## src/rtl/booth_mul_sequencer.sv

```systemverilog
// Sequencer for a radix-2 Booth multiplier datapath: accepts operand pairs,
// steps the datapath through load/iterate/capture and buffers products in a 2-entry FIFO.
module booth_mul_sequencer #(
    parameter int WIDTH_IN = 16,
    parameter int WIDTH_FP = 32,
    parameter int MAX_RUN  = 40
) (
    input  logic                clk,
    input  logic                reset,
    input  logic                in_valid,
    output logic                in_ready,
    input  logic [WIDTH_IN-1:0] in_a,
    input  logic [WIDTH_IN-1:0] in_b,
    output logic                out_valid,
    input  logic                out_ready,
    output logic [WIDTH_FP-1:0] out_product,
    output logic                busy,
    output logic                err_timeout,
    output logic [WIDTH_IN-1:0] multiplicand_a,
    output logic [WIDTH_IN-1:0] multiplier_b,
    output logic                load,
    output logic                load_pp,
    output logic                load_p,
    output logic                enable_a,
    output logic                enable_b,
    output logic                enable_pp,
    input  logic                count,
    input  logic [WIDTH_FP-1:0] product
);

    localparam int RUN_W = $clog2(MAX_RUN + 1);
    localparam logic [RUN_W-1:0] RUN_LAST = RUN_W'(MAX_RUN - 1);

    typedef enum logic [2:0] {
        IDLE    = 3'd0,
        LOAD    = 3'd1,
        RUN     = 3'd2,
        CAPTURE = 3'd3,
        WRITE   = 3'd4
    } state_t;

    state_t             state_reg, state_next;
    logic [RUN_W-1:0]   run_cnt_reg, run_cnt_next;

    logic [WIDTH_FP-1:0] fifo_mem [2];
    logic                rd_ptr_reg, rd_ptr_next;
    logic                wr_ptr_reg, wr_ptr_next;
    logic [1:0]          fifo_count_reg, fifo_count_next;
    logic [WIDTH_FP-1:0] head_next;

    logic                in_ready_reg;
    logic [WIDTH_FP-1:0] out_product_reg;
    logic                busy_reg, err_timeout_reg;
    logic [WIDTH_IN-1:0] multiplicand_a_reg, multiplier_b_reg;
    logic                load_reg, load_pp_reg, load_p_reg;
    logic                enable_a_reg, enable_b_reg, enable_pp_reg;

    logic accept, push, pop, timeout;

    assign accept  = (state_reg == IDLE) && in_valid && in_ready_reg;
    assign push    = (state_reg == WRITE);
    assign pop     = out_valid && out_ready;
    assign timeout = (state_reg == RUN) && !count && (run_cnt_reg == RUN_LAST);

    always_ff @(posedge clk) begin
        if (reset) begin
            state_reg   <= IDLE;
            run_cnt_reg <= '0;
        end else begin
            state_reg   <= state_next;
            run_cnt_reg <= run_cnt_next;
        end
    end

    always_comb begin
        state_next   = state_reg;
        run_cnt_next = run_cnt_reg;
        case (state_reg)
            IDLE: begin
                if (accept) state_next = LOAD;
            end
            LOAD: begin
                state_next   = RUN;
                run_cnt_next = '0;
            end
            RUN: begin
                run_cnt_next = run_cnt_reg + RUN_W'(1);
                if (count)        state_next = CAPTURE;
                else if (timeout) state_next = IDLE;
            end
            CAPTURE: state_next = WRITE;
            WRITE:   state_next = IDLE;
            default: state_next = IDLE;
        endcase
    end

    // The head register must see a product being pushed into an empty (or just-drained) slot.
    always_comb begin
        rd_ptr_next     = rd_ptr_reg ^ pop;
        wr_ptr_next     = wr_ptr_reg ^ push;
        fifo_count_next = fifo_count_reg;
        if (push && !pop)      fifo_count_next = fifo_count_reg + 2'd1;
        else if (pop && !push) fifo_count_next = fifo_count_reg - 2'd1;
        head_next = (push && (wr_ptr_reg == rd_ptr_next)) ? product : fifo_mem[rd_ptr_next];
    end

    always_ff @(posedge clk) begin
        if (push && !reset) fifo_mem[wr_ptr_reg] <= product;
    end

    always_ff @(posedge clk) begin
        if (reset) begin
            rd_ptr_reg         <= 1'b0;
            wr_ptr_reg         <= 1'b0;
            fifo_count_reg     <= 2'd0;
            out_product_reg    <= '0;
            in_ready_reg       <= 1'b0;
            busy_reg           <= 1'b0;
            err_timeout_reg    <= 1'b0;
            multiplicand_a_reg <= '0;
            multiplier_b_reg   <= '0;
            load_reg           <= 1'b0;
            load_pp_reg        <= 1'b0;
            load_p_reg         <= 1'b0;
            enable_a_reg       <= 1'b0;
            enable_b_reg       <= 1'b0;
            enable_pp_reg      <= 1'b0;
        end else begin
            rd_ptr_reg     <= rd_ptr_next;
            wr_ptr_reg     <= wr_ptr_next;
            fifo_count_reg <= fifo_count_next;
            if (fifo_count_next != 2'd0) out_product_reg <= head_next;
            if (accept) begin
                multiplicand_a_reg <= in_a;
                multiplier_b_reg   <= in_b;
            end
            if (timeout) err_timeout_reg <= 1'b1;
            in_ready_reg  <= (state_next == IDLE) && (fifo_count_next != 2'd2);
            busy_reg      <= (state_next != IDLE);
            load_reg      <= (state_next == LOAD);
            load_pp_reg   <= (state_next == LOAD);
            load_p_reg    <= (state_next == CAPTURE);
            enable_a_reg  <= (state_next == RUN);
            enable_b_reg  <= (state_next == RUN);
            enable_pp_reg <= (state_next == RUN);
        end
    end

    // Only one operation is ever in flight and accept needs a free slot.
    assert property (@(posedge clk) disable iff (reset) !(push && fifo_count_reg == 2'd2));

    assign in_ready       = in_ready_reg;
    assign out_valid      = (fifo_count_reg != 2'd0);
    assign out_product    = out_product_reg;
    assign busy           = busy_reg;
    assign err_timeout    = err_timeout_reg;
    assign multiplicand_a = multiplicand_a_reg;
    assign multiplier_b   = multiplier_b_reg;
    assign load           = load_reg;
    assign load_pp        = load_pp_reg;
    assign load_p         = load_p_reg;
    assign enable_a       = enable_a_reg;
    assign enable_b       = enable_b_reg;
    assign enable_pp      = enable_pp_reg;

endmodule

```

## config.mk

```make
export PLATFORM = sky130hd
export DESIGN_NAME = booth_mul_sequencer
export DESIGN_NICKNAME = d
export VERILOG_FILES = /design/src/rtl/booth_mul_sequencer.sv
export SDC_FILE = /design/constraint.sdc
export NUM_CORES = 1
export LEC_CHECK = 0
export BUFFER_PORTS_ARGS = -buffer_cell sky130_fd_sc_hd__buf_2
export CORE_MARGIN = 10
export CORE_UTILIZATION = 51
export CTS_CLUSTER_DIAMETER = 120
export DETAILED_ROUTE_END_ITERATION = 10
export PLACE_DENSITY = 0.75
export SLEW_MARGIN = 10
export SYNTH_ARGS = -nofsm -noshare
export SYNTH_HDL_FRONTEND = slang
export SYNTH_SLANG_ARGS = --single-unit
```

## constraint.sdc

```tcl
create_clock -name clk -period 3.7 [get_ports clk]
set_input_delay 0.37 -clock clk [delete_from_list [all_inputs] [get_ports clk]]
set_output_delay 0.37 -clock clk [all_outputs]
set_load 0.1 [all_outputs]
```

==> impl_results.md <==
* Wire per inst at 17.61 um
* Path depth of the worst reg2reg path at 6
* Post-route fraction of the period consumed by the critical path at 72.41%
* Proportion of synthesized flip-flops having asynchronous set or reset at 0%
* Kind of end point of the critical path: flip-flop
* Overall via count from detail_route at 5461
* Time the final worst path needs with I/O delays and setup at 2679 ps
* Final count of negative-setup-slack endpoints at 0
* Flip-flop count of the largest register, all copies and words added at 64
* Unique cell type count in the Yosys netlist at 41
* Mapped cell area at 0.006504 mm2
* Signal arrival time at the worst endpoint at 3000 ps
* Antenna Diode Count at 0
* Area inside the core boundary at 0.01257 mm2
* Number of antenna violations at the first check in global routing at 0
* RSZ-0062 raised after global routing: false
* Final net count at 832
* Post-synthesis instance total at 656
* Capture point of the worst reg-to-reg path: out_product[15]
* Root buffer cell: sky130_fd_sc_hd__clkbuf_16
* Total Die Area at 0.01767 mm2
* Kind of critical path: flip-flop to flip-flop
* Leak pwr at 2.840 nW
* Fraction of final layout cells sized beyond drive strength 1 at 28.59%
* Peak clock frequency supported by timing at 373.2 MHz
* CTS Hold Bufs at 0
* Final Util at 62.17%
* Maximum number of pins on one net before global-route repair at 128
* Yosys warnings at 0
* Via count of the first global-routing pass at 5197
* Hold path endpoint: fifo_mem[1][17]
* Number of post-CTS setup repair buffers at 0
* Clock Path Buffers at 2
* Final ANT Viol Nets at 0
* Total clock buffers created by CTS at 17
* Sequential area share after synthesis at 55.10%
* Number of violations of the max-capacitance limit at 0
* Post-cts gate resize count at 0
* Clock net sink count at 147
* FF-to-FF setup slack at 1020 ps
* Die extent in x at 132.9 um
* Power per unit of standard cell area at 735.0 mW/mm2
* Startpoint of the most critical register-to-register path: fifo_count_reg[0]
* Post-synthesis area per instance at 9.914 um2
* Kind of launch point of the worst setup path: flip-flop
* Most common cell in the synthesized netlist: sky130_fd_sc_hd__nor2_1
* Total Routing Usage GR at 18.45%
* Slew at the pin closest to its max-slew limit at 891.8 ps
* #FFs+latches synth at 147
* Number of cells traversed by the worst hold path at 1
* Maximum level of the CTS H-tree at 4
* Total number of placement rows at 41
* Highest net fanout along the worst path at 64
* Worst vdd rail ir drop at 0.5120 mV
* Detailed Route WL at 16.64 mm
* Vias per std cell at 5.779
* DPL Wire Length at 10.60 mm
* Relative slew margins at 40.55%
* Global-route wire length before repair at 26.77 mm
* Remaining routing DRC violations at 0
* Layout overhead on the synthesized area at 20.14%
* Most used standard cells in the synthesized netlist: sky130_fd_sc_hd__nor2_1 (115), sky130_fd_sc_hd__dfxtp_1 (83), sky130_fd_sc_hd__a21oi_1 (71)
* Synth area leader: sky130_fd_sc_hd__edfxtp_1
* Clock tree from TritonCTS: built
* Number of nets in the synthesized netlist at 727
* Dominant register cell in the synthesized netlist: sky130_fd_sc_hd__dfxtp_1
* Effective utilization at floorplan at 51.75%
* Starting DRC count in detailed routing at 529
* Grt ovf at 0
* Top cells by area, synth: sky130_fd_sc_hd__edfxtp_1 (30%), sky130_fd_sc_hd__dfxtp_1 (26%), sky130_fd_sc_hd__a311oi_2 (7.2%), sky130_fd_sc_hd__nor2_1 (6.6%), sky130_fd_sc_hd__a21oi_1 (5.5%)
* Fraction of post-synthesis cell area in the top cell type by area at 29.55%
* Die span in y at 132.9 um
* Hold Startpoint: product[17]
* Hold WC Path Type: primary input to flip-flop
* Final RePlAce weighted congestion at 0.7743
* Boundary pin count at 143
* Outcome: completed
* Total count of hold-check failures in the final report at 0
* Post-synth EDFFs at 64
* Accumulated negative setup slack at 0 ps
* Clk pin slew, worst setup/hold paths at 60 ps
* Final Slew Violations at 0
* Worst clock skew at 4.555 ps
* Count of input and output buffers at 142
* First-pass iteration count of the detailed router at 8
* Required time at the endpoint of the critical path at 4020 ps
* Skew-Pair Late Insertion Delay at 420 ps
[critical path, stage by stage (launching register included)]
cell and delay, ps:
sky130_fd_sc_hd__dfxtp_1 420, sky130_fd_sc_hd__inv_1 80, sky130_fd_sc_hd__ha_1 230, sky130_fd_sc_hd__nor2b_1 520, sky130_fd_sc_hd__mux2_4 870, sky130_fd_sc_hd__nor2_1 150, sky130_fd_sc_hd__a311oi_2 290
[cell usage in the layout (no fill, tap or decap), types with 3 or more instances in the layout]
| cell type | synthesis | final |
|---|---|---|
| sky130_fd_sc_hd__edfxtp_1 | 64 | 64 |
| sky130_fd_sc_hd__nor2_1 | 115 | 113 |
| sky130_fd_sc_hd__mux2_2 | 5 | 4 |
| sky130_fd_sc_hd__and2_1 | 6 | 5 |
| sky130_fd_sc_hd__inv_1 | 6 | 6 |
| sky130_fd_sc_hd__o21ai_0 | 8 | 8 |
| sky130_fd_sc_hd__nor3_1 | 3 | 3 |
| sky130_fd_sc_hd__bufinv_16 | 0 | 3 |
| sky130_fd_sc_hd__a21oi_1 | 71 | 71 |
| sky130_fd_sc_hd__buf_4 | 4 | 9 |
| sky130_fd_sc_hd__dfxtp_1 | 83 | 82 |
| sky130_fd_sc_hd__clkbuf_1 | 37 | 5 |
| sky130_fd_sc_hd__a311oi_2 | 31 | 31 |
| sky130_fd_sc_hd__clkbuf_16 | 0 | 17 |
| sky130_fd_sc_hd__clkinv_1 | 0 | 3 |
| sky130_fd_sc_hd__nand2_1 | 69 | 69 |
| sky130_fd_sc_hd__o221ai_1 | 31 | 31 |
| sky130_fd_sc_hd__nand3_1 | 37 | 37 |
| sky130_fd_sc_hd__a31oi_1 | 31 | 31 |
| sky130_fd_sc_hd__buf_2 | 16 | 141 |
[cells by family after synthesis]
kind of cell / after synthesis / share of synthesized area, %
AO/OA/AOI/OAI: 177 / 21.03
multiplexers: 7 / 1.173
AND/OR/NAND/NOR: 248 / 16.68
XOR/XNOR: 4 / 0.5388
adder cells (fa/ha/maj): 2 / 0.3847
flip-flops: 147 / 55.10
buffers and inverters: 71 / 5.098
[cell type report]
class	instances	area, um2
clock buffer	24	471.7
clock inverter	7	106.4
fill	1014	4755
inverter	6	22.52
multi-input combinational	438	2620
sequential	147	3585
tap	172	215.2
timing repair buffer	151	793.3
[report_power, final]
part | total (W) | switching (W) | internal (W)
Sequential | 0.00196 | 0.000104 | 0.00185
Combinational | 0.00209 | 0.00171 | 0.000384
Clock | 0.00169 | 0.000609 | 0.00108
Total | 0.00574 | 0.00242 | 0.00332
[worst max path at each step]
stage / from / end / slack, ps / cells after the start
CTS: fifo_count_reg[0] / out_product[16] / 1010 / 7
global placement: fifo_count_reg[0] / out_product[11] / 1210 / 7
finish: fifo_count_reg[0] / out_product[15] / 1020 / 6
global route: fifo_count_reg[0] / out_product[10] / 800 / 6
floorplan: reset / fifo_mem[0][0] / 580 / 5
detailed placement: fifo_count_reg[0] / out_product[6] / 1050 / 7
[stage by stage]
step	power, W	instances	hold slack [ps]	instance area [um2]	setup slack, ps
2_1_floorplan	0.003765	656	468.9	6504	583.9
3_3_place_gp	0.004045	914	436.6	7236	1211
3_5_place_dp	0.004089	914	444.1	7236	1051
4_1_cts	0.005782	945	151.2	7814	1013
5_1_grt	0.005955	945	159.9	7814	799.2
6_report	0.005743	945	168.0	7814	1021
[per-layer routing]
metal | vias to the layer above | part of all wire [%] | track usage (%)
met5 | - | 0 | 0
met4 | 0 | 1.5 | 7.213
met3 | 22 | 8.7 | 5.867
met2 | 231 | 47 | 29.55
met1 | 2596 | 43 | 22.60
li1 | 2612 | - | -
Power figures use the tool's default switching activity.
